## src/rtl/fcs_xor_engine.sv

```systemverilog
// fcs_xor_engine: CRC-difference engine producing the FCS correction for a
// modified frame. Two CRC registers start from INIT; one folds the payload,
// the other folds an equal-length all-zero stream. Their XOR equals the CRC of
// the payload with a zero initial value, which is XORed into the frame's FCS.
// All state updates on the falling edge of clk with synchronous active-high rst.
// Optional feature macro: FCS_XOR_LEN_CNT_EN enables the frame_bits counter.
module fcs_xor_engine #(
  parameter int unsigned      CRC_W     = 32,
  parameter logic [CRC_W-1:0] POLY      = CRC_W'(32'h04C11DB7),
  parameter logic [CRC_W-1:0] INIT      = '1,
  parameter int unsigned      DATA_W    = 1,
  parameter bit               MSB_FIRST = 1'b1
) (
  input  logic              clk,
  input  logic              rst,
  input  logic              s_valid,
  input  logic [DATA_W-1:0] s_data,
  input  logic              s_last,
  input  logic              abort,
  output logic [CRC_W-1:0]  fcs_xor,
  output logic              fcs_valid,
  output logic              busy,
  output logic [15:0]       frame_bits
);

  localparam int unsigned CNT_W = 16;

  typedef enum logic [1:0] {
    IDLE = 2'd0,
    RUN  = 2'd1,
    DONE = 2'd2
  } state_t;

  state_t            state, state_nx;
  logic [CRC_W-1:0]  data_crc, data_nx;
  logic [CRC_W-1:0]  zero_crc, zero_nx;

  // Fold DATA_W bits into a CRC, one shift-register step per bit.
  function automatic logic [CRC_W-1:0] fold(input logic [CRC_W-1:0] crc_in,
                                            input logic [DATA_W-1:0] bits);
    logic [CRC_W-1:0] c;
    logic             b;
    int               idx;
    c = crc_in;
    for (int i = 0; i < int'(DATA_W); i++) begin
      idx = MSB_FIRST ? (int'(DATA_W) - 1 - i) : i;
      b   = bits[idx];
      c   = {c[CRC_W-2:0], 1'b0} ^ (POLY & {CRC_W{b ^ c[CRC_W-1]}});
    end
    return c;
  endfunction

  // Next-state and next CRC values; a start from IDLE/DONE re-INITs before folding.
  always_comb begin
    state_nx = state;
    data_nx  = data_crc;
    zero_nx  = zero_crc;
    if (abort) begin
      state_nx = IDLE;
      data_nx  = INIT;
      zero_nx  = INIT;
    end else if (s_valid) begin
      if (state == RUN) begin
        data_nx = fold(data_crc, s_data);
        zero_nx = fold(zero_crc, DATA_W'(0));
      end else begin
        data_nx = fold(INIT, s_data);
        zero_nx = fold(INIT, DATA_W'(0));
      end
      state_nx = s_last ? DONE : RUN;
    end
  end

  // State, CRC registers and registered outputs.
  always_ff @(negedge clk) begin
    if (rst) begin
      state     <= IDLE;
      data_crc  <= INIT;
      zero_crc  <= INIT;
      fcs_xor   <= '0;
      fcs_valid <= 1'b0;
      busy      <= 1'b0;
    end else begin
      state     <= state_nx;
      data_crc  <= data_nx;
      zero_crc  <= zero_nx;
      fcs_xor   <= data_nx ^ zero_nx;
      fcs_valid <= (state_nx == DONE);
      busy      <= (state_nx == RUN);
    end
  end

`ifdef FCS_XOR_LEN_CNT_EN
  localparam logic [CNT_W:0] STEP = (CNT_W+1)'(DATA_W);

  logic [CNT_W-1:0] bits_nx;
  logic [CNT_W:0]   bits_sum;

  // Folded-bit counter: restarts on a frame start, saturates, frozen otherwise.
  always_comb begin
    bits_nx  = frame_bits;
    bits_sum = (state == RUN) ? ({1'b0, frame_bits} + STEP) : STEP;
    if (abort) begin
      bits_nx = '0;
    end else if (s_valid) begin
      bits_nx = bits_sum[CNT_W] ? '1 : bits_sum[CNT_W-1:0];
    end
  end

  // Counter register.
  always_ff @(negedge clk) begin
    if (rst) begin
      frame_bits <= '0;
    end else begin
      frame_bits <= bits_nx;
    end
  end
`else
  // Counter not built.
  assign frame_bits = CNT_W'(0);
`endif

endmodule

```

## config.mk

```make
export PLATFORM = sky130hd
export DESIGN_NAME = fcs_xor_engine
export DESIGN_NICKNAME = d
export VERILOG_FILES = /design/src/rtl/fcs_xor_engine.sv
export SDC_FILE = /design/constraint.sdc
export NUM_CORES = 1
export LEC_CHECK = 0
export BUFFER_PORTS_ARGS = -buffer_cell sky130_fd_sc_hd__buf_2
export CORE_MARGIN = 1.5
export CORE_UTILIZATION = 57
export CTS_CLUSTER_SIZE = 12
export DETAILED_ROUTE_END_ITERATION = 10
export PLACE_DENSITY = 0.9
export SETUP_SLACK_MARGIN = 0.05
export SLEW_MARGIN = 20
export SYNTH_ARGS = -nofsm -noshare
export SYNTH_HDL_FRONTEND = slang
export SYNTH_SLANG_ARGS = --single-unit
```

## constraint.sdc

```tcl
create_clock -name clk -period 1.99 [get_ports clk]
set_clock_uncertainty 0.2 [all_clocks]
set_input_delay 0.2985 -clock clk [delete_from_list [all_inputs] [get_ports clk]]
set_output_delay 0.2985 -clock clk [all_outputs]
set_load 0.05 [all_outputs]
```

==> results of run 1 <==
## Yosys cell counts, types with 2 or more instances
cell type | count | area, um^2
sky130_fd_sc_hd__xnor2_1 | 19 | 166
sky130_fd_sc_hd__a21oi_1 | 4 | 20.0
sky130_fd_sc_hd__mux2_2 | 2 | 22.5
sky130_fd_sc_hd__nand3_1 | 24 | 120
sky130_fd_sc_hd__nor2_1 | 23 | 86.3
sky130_fd_sc_hd__or2_1 | 7 | 43.8
sky130_fd_sc_hd__nand2_1 | 68 | 255
sky130_fd_sc_hd__clkbuf_1 | 20 | 75.1
sky130_fd_sc_hd__buf_1 | 2 | 7.51
sky130_fd_sc_hd__a221o_1 | 12 | 120
sky130_fd_sc_hd__xor2_1 | 14 | 123
sky130_fd_sc_hd__nand2b_1 | 25 | 156
sky130_fd_sc_hd__buf_6 | 2 | 22.5
sky130_fd_sc_hd__or2b_1 | 6 | 45.0
sky130_fd_sc_hd__or2_2 | 7 | 43.8
sky130_fd_sc_hd__xor3_1 | 12 | 285
sky130_fd_sc_hd__buf_4 | 19 | 143
sky130_fd_sc_hd__mux2i_1 | 14 | 140
sky130_fd_sc_hd__dfxtp_1 | 100 | 2000
sky130_fd_sc_hd__o22ai_1 | 37 | 231
sky130_fd_sc_hd__buf_2 | 6 | 30.0
## metrics by stage
step	hold slack [ns]	util	instances	setup slack, ns	TNS, ns
after detailed placement	0.270	0.726	587	-0.816	-59.41
after global placement	0.256	0.726	587	-0.780	-56.32
after floorplan	0.238	-	450	-0.689	-49.51
## kinds of logic after synthesis
logic type | after synthesis
xor gates and xnor gates | 45
buffers and inverters | 51
other | 1
and+or+nand+nor | 166
muxes | 16
AOI/OAI and AO/OA | 56
DFF | 100
==> run summary, run 1 <==
The flow did not finish. The stage where the run ended is clock tree synthesis. The tool reported: "[ERROR DPL-0033] detailed placement checks failed during check placement". The setup fix buffers added after clock tree synthesis came out at 20.

The number of gates resized after cts is around 260. Of the total synthesized cell area, the portion taken by XOR and XNOR cells is 0.136. The number of top-level pins is 56.

The number of library cell types mapped by synthesis is 33. The tree is rooted in a sky130_fd_sc_hd__clkbuf_8. The wire-length estimate of the detail-placed layout is 7090 um. The summed instance area of the synthesized netlist came out at 4220 um^2. The synthesized netlist cell count came out at roughly 440. Counting along the longest clock path gives a buffer depth of 2. The cell area reported after detailed placement is around 5200 um^2.

The die boundary height came out at 89.1 um. The number of register bits inferred by synthesis is 100. At the end of routability-driven placement, the weighted congestion stood at slightly above 0.9. From left edge to right edge, the die measures roughly 89 um. A synthesized cell averages 9.70 um^2. The count of input and output buffers came out at 39.

The H-tree was split into 3 levels. The flip-flop cell with the highest count after synthesis is sky130_fd_sc_hd__dfxtp_1. After synthesis, the largest family of logic cells by area is simple AND/OR/NAND/NOR gates.

Counting flops with an async set or reset pin after synthesis yields a share of 0. The mux cell area share after synthesis is 0.0385. TritonCTS created 9 clock buffers.

The sequential cell area fraction in the yosys report came out at 0.474. CTS saw 100 sinks. The site row count is 31.

The initial standard-cell utilization of the core came out at 0.585. The area fraction in and, or, nand and nor cells after synthesis is 0.190. During synthesis, Yosys emitted a total of 0 warnings. The number of enable flip-flop cells after synthesis came out at 0. The hold-fix buffer count after cts came out at 0.

The share of synthesized cell area in full adder, half adder and majority cells came out at 0. The compound-gate portion of the synthesized area is 0.0931.
==> run 2: changes to the inputs <==
--- a/config.mk
+++ b/config.mk
@@ -7,11 +7,9 @@
 export LEC_CHECK = 0
 export BUFFER_PORTS_ARGS = -buffer_cell sky130_fd_sc_hd__buf_2
 export CORE_MARGIN = 1.5
-export CORE_UTILIZATION = 57
-export CTS_CLUSTER_SIZE = 12
+export CORE_UTILIZATION = 40
 export DETAILED_ROUTE_END_ITERATION = 10
-export PLACE_DENSITY = 0.9
-export SETUP_SLACK_MARGIN = 0.05
+export PLACE_DENSITY_LB_ADDON = 0.15
 export SLEW_MARGIN = 20
 export SYNTH_ARGS = -nofsm -noshare
 export SYNTH_HDL_FRONTEND = slang
==> run summary, run 2 <==
The flow ran to the end, but the final reports show violations. The final reports fail on setup timing. For this run the aggregate overflow at the end of global routing stands at 0. The number of H-tree levels came out at 3 (unchanged). In the global route stage, overall resource usage came out at 0.238. The overall power consumption is 0.00518 W.

The number of enable flip-flop cells after synthesis came out at 0 (unchanged). The met3 usage is 0.0816. The setup path with the least slack is of type in2reg. Measured against its own limit, the worst slew margin works out to 0.629. The number of global-route vias before repair is 4121. TritonCTS built the clock tree. The biggest fanout along the worst timing path came out at 7. The standby leakage power is 3.32 nW. Wires add up to ~13000 um.

The number of register bits inferred by synthesis came to 100 (unchanged). The post-route cell area came out at 7300 um^2. The site row count came out at 37 (+19%). The number of max-slew violations in the final report came out at 0. The via density per instance is 4.97. The summed instance area of the synthesized netlist is 4220 um^2 (unchanged).

Clock latency on the worst-skew pair, taken at its later pin, is between 0.4 and 0.5 ns. For met2 alone, demand over resource in global routing was 0.389. The cell area power density is 710 nW/um^2. Sorting the synthesized cells by area gives the leading types as sky130_fd_sc_hd__dfxtp_1 47%, sky130_fd_sc_hd__xor3_1 6.8%, sky130_fd_sc_hd__nand2_1 6.0%, sky130_fd_sc_hd__o22ai_1 5.5%, sky130_fd_sc_hd__xnor2_1 3.9%. The tool flagged a number of max-cap violations equal to 0. The post-route antenna net violation count is 0.

The library cell used most frequently in the layout, excluding fill and tap cells, is sky130_fd_sc_hd__inv_1. The core region is 10300 um^2. The initial antenna violation count is 0. At the worst endpoint, the arrival time is around 1.6 ns. The total of fill cells in the finished design is 724. The number of library cell types mapped by synthesis came out at 33 (unchanged). The final hold violation count is 0. The antenna cell count came out at 0. The overall die area is approximately 11000 um^2. The total of warnings raised by yosys was 0 (unchanged). The global routing stage identified its most utilized layer as met2. The hold-fix buffer count after cts is 0 (unchanged). The kind of path behind the tightest hold check is reg2reg. The detailed router finished its first iteration with 190 violations. The sequential standard cell area is 2040 um^2. Clock tree synthesis selected as its root buffer the cell sky130_fd_sc_hd__clkbuf_8. The initial standard-cell utilization of the core was 0.411 (-0.174). At the worst endpoint, the required time is 1.12 ns.

The leading area contributor after synthesis is sky130_fd_sc_hd__dfxtp_1. The worst slack at placement came out at -0.905 ns (-0.0889 ns). The final-stage net count is approximately 640. The sequential cell area fraction in the yosys report came out at 0.474 (unchanged). The HPWL after detailed placement came out at 6390 um (-9.8%). The met1 usage in global routing is 0.276. The area share of the largest cell type after synthesis is 0.474 (unchanged).

The die boundary height is 106 um (+19%). At the pin with the least slew margin, the transition time is 0.557 ns. After detailed routing, the number of remaining DRC violations is 0.

The count of input and output buffers came out at 39 (unchanged). The pin count of the biggest net entering global routing came out at 27. Setup repair after global routing could not meet its margin everywhere. The synthesized area per cell is 9.70 um^2 (unchanged). After detailed routing, the average wire length per cell comes to 16.7 um.

The library cells used most frequently in the layout, excluding fill and tap cells, are 100 x sky130_fd_sc_hd__inv_1, 66 x sky130_fd_sc_hd__dfxtp_1, 48 x sky130_fd_sc_hd__nand2_1, 48 x sky130_fd_sc_hd__buf_6, 37 x sky130_fd_sc_hd__o22ai_4. The worst setup path is launched from an input pin. The final weighted congestion in routability-driven placement came out at 0.753 (-18%).

The multi-input logic area is 2870 um^2. The clock buffer count from CTS is 9 (unchanged). The final setup violation count came out at 130. The number of buffers on the longest clock path was 2 (unchanged). Across all setup checks in the final design, the least slack found is -0.451 ns. The largest registers in the layout are data_crc x32, fcs_xor x32, zero_crc x32.

The cell area reported after detailed placement is 5310 um^2 (+1.5%). The number of sinks on the clock net is 100 (unchanged). The x dimension of the die came to 106 um (+19%). The worst-case vdd ir drop is 0.000384 V. In the synthesized netlist, the cells that appear most often are 100 x sky130_fd_sc_hd__dfxtp_1, 68 x sky130_fd_sc_hd__nand2_1, 37 x sky130_fd_sc_hd__o22ai_1, 25 x sky130_fd_sc_hd__nand2b_1, 24 x sky130_fd_sc_hd__nand3_1. The number of top-level pins came to 56 (unchanged). For this run, the leading register cell type out of synthesis is sky130_fd_sc_hd__dfxtp_1.

The first-pass GRT wire length came out at 20400 um. Compared with the post-synthesis result, the final layout area differs by 72.9%. The register clock-pin slew on the reported worst setup and hold paths is ~0.050 ns. The fraction of synthesis flops using an asynchronous set or reset pin came out at 0 (unchanged). The total iterations of the first detailed-routing run is 4.

The synthesized netlist cell count is 435 (unchanged). The routed layout has 3867 vias. The kind of capture point of the worst setup path is a flop. Yosys instantiated no cell more often than sky130_fd_sc_hd__dfxtp_1. The proportion of layout cells with a drive suffix above 1 is 0.450.
[run 2: power breakdown]
group          internal (W)  switching, W
Combinational      0.000339      0.000432
Sequential          0.00207     0.0000389
Clock              0.000965       0.00134
Total               0.00337       0.00181
[run 2: area by class of cell]
cell class / instances / area share
clock buffer: 9 / 0.0170
timing repair buffer: 127 / 0.222
inverter: 1 / 0.000857
sequential: 100 / 0.280
multi-input combinational: 299 / 0.393
tap: 136 / 0.0233
clock inverter: 106 / 0.0629
[run 2: layer usage]
layer  up-vias  wire length (um)
li1       1852                 -
met1      1884              5480
met2       114              6630
met3        17               629
met4         0               224
met5         -                 0
[run 2: cell families after synthesis]
kind of cell,synth area share
buffers and inverters,0.0676
AOI/OAI and AO/OA,0.0931
xor gates and xnor gates,0.136
and+or+nand+nor,0.190
DFF,0.474
muxes,0.0385
other,0.000888
[run 2: stage by stage]
step | util | hold WS (ns) | cells | TNS, ns
finish | 0.710 | 0.299 | 778 | -34.87
CTS | 0.696 | 0.279 | 776 | -34.80
detailed placement | 0.517 | 0.260 | 634 | -69.76
global placement | 0.517 | 0.261 | 634 | -68.03
floorplan | - | 0.238 | 450 | -49.57
global route | 0.710 | 0.332 | 778 | -36.72
[run 2: final timing paths]
check / from / to / slack (ns) / depth (start not counted)
max: s_valid / fcs_xor[16] / -0.45 / 6
min: data_crc[8] / data_crc[8] / 0.30 / 2
max reg2reg: state[1] / fcs_xor[21] / 0.03 / 6
min reg2reg: data_crc[8] / data_crc[8] / 0.30 / 2
[run 2: worst max-delay path, cell delays in order]
cell                      delay, ns
sky130_fd_sc_hd__buf_8         0.10
sky130_fd_sc_hd__and3b_2       0.27
sky130_fd_sc_hd__buf_12        0.16
sky130_fd_sc_hd__a221o_1       0.33
sky130_fd_sc_hd__or2_4         0.24
sky130_fd_sc_hd__mux2i_1       0.16
[run 2: timing repair]
item / 4_1_cts / 5_1_grt
cloned: 11 / 0
pin swaps: 70 / 34
setup endpoints to repair: 129 / 133
setup buffers: 18 / 8
gates resized for setup: 211 / 50
Power figures use the tool's default switching activity.
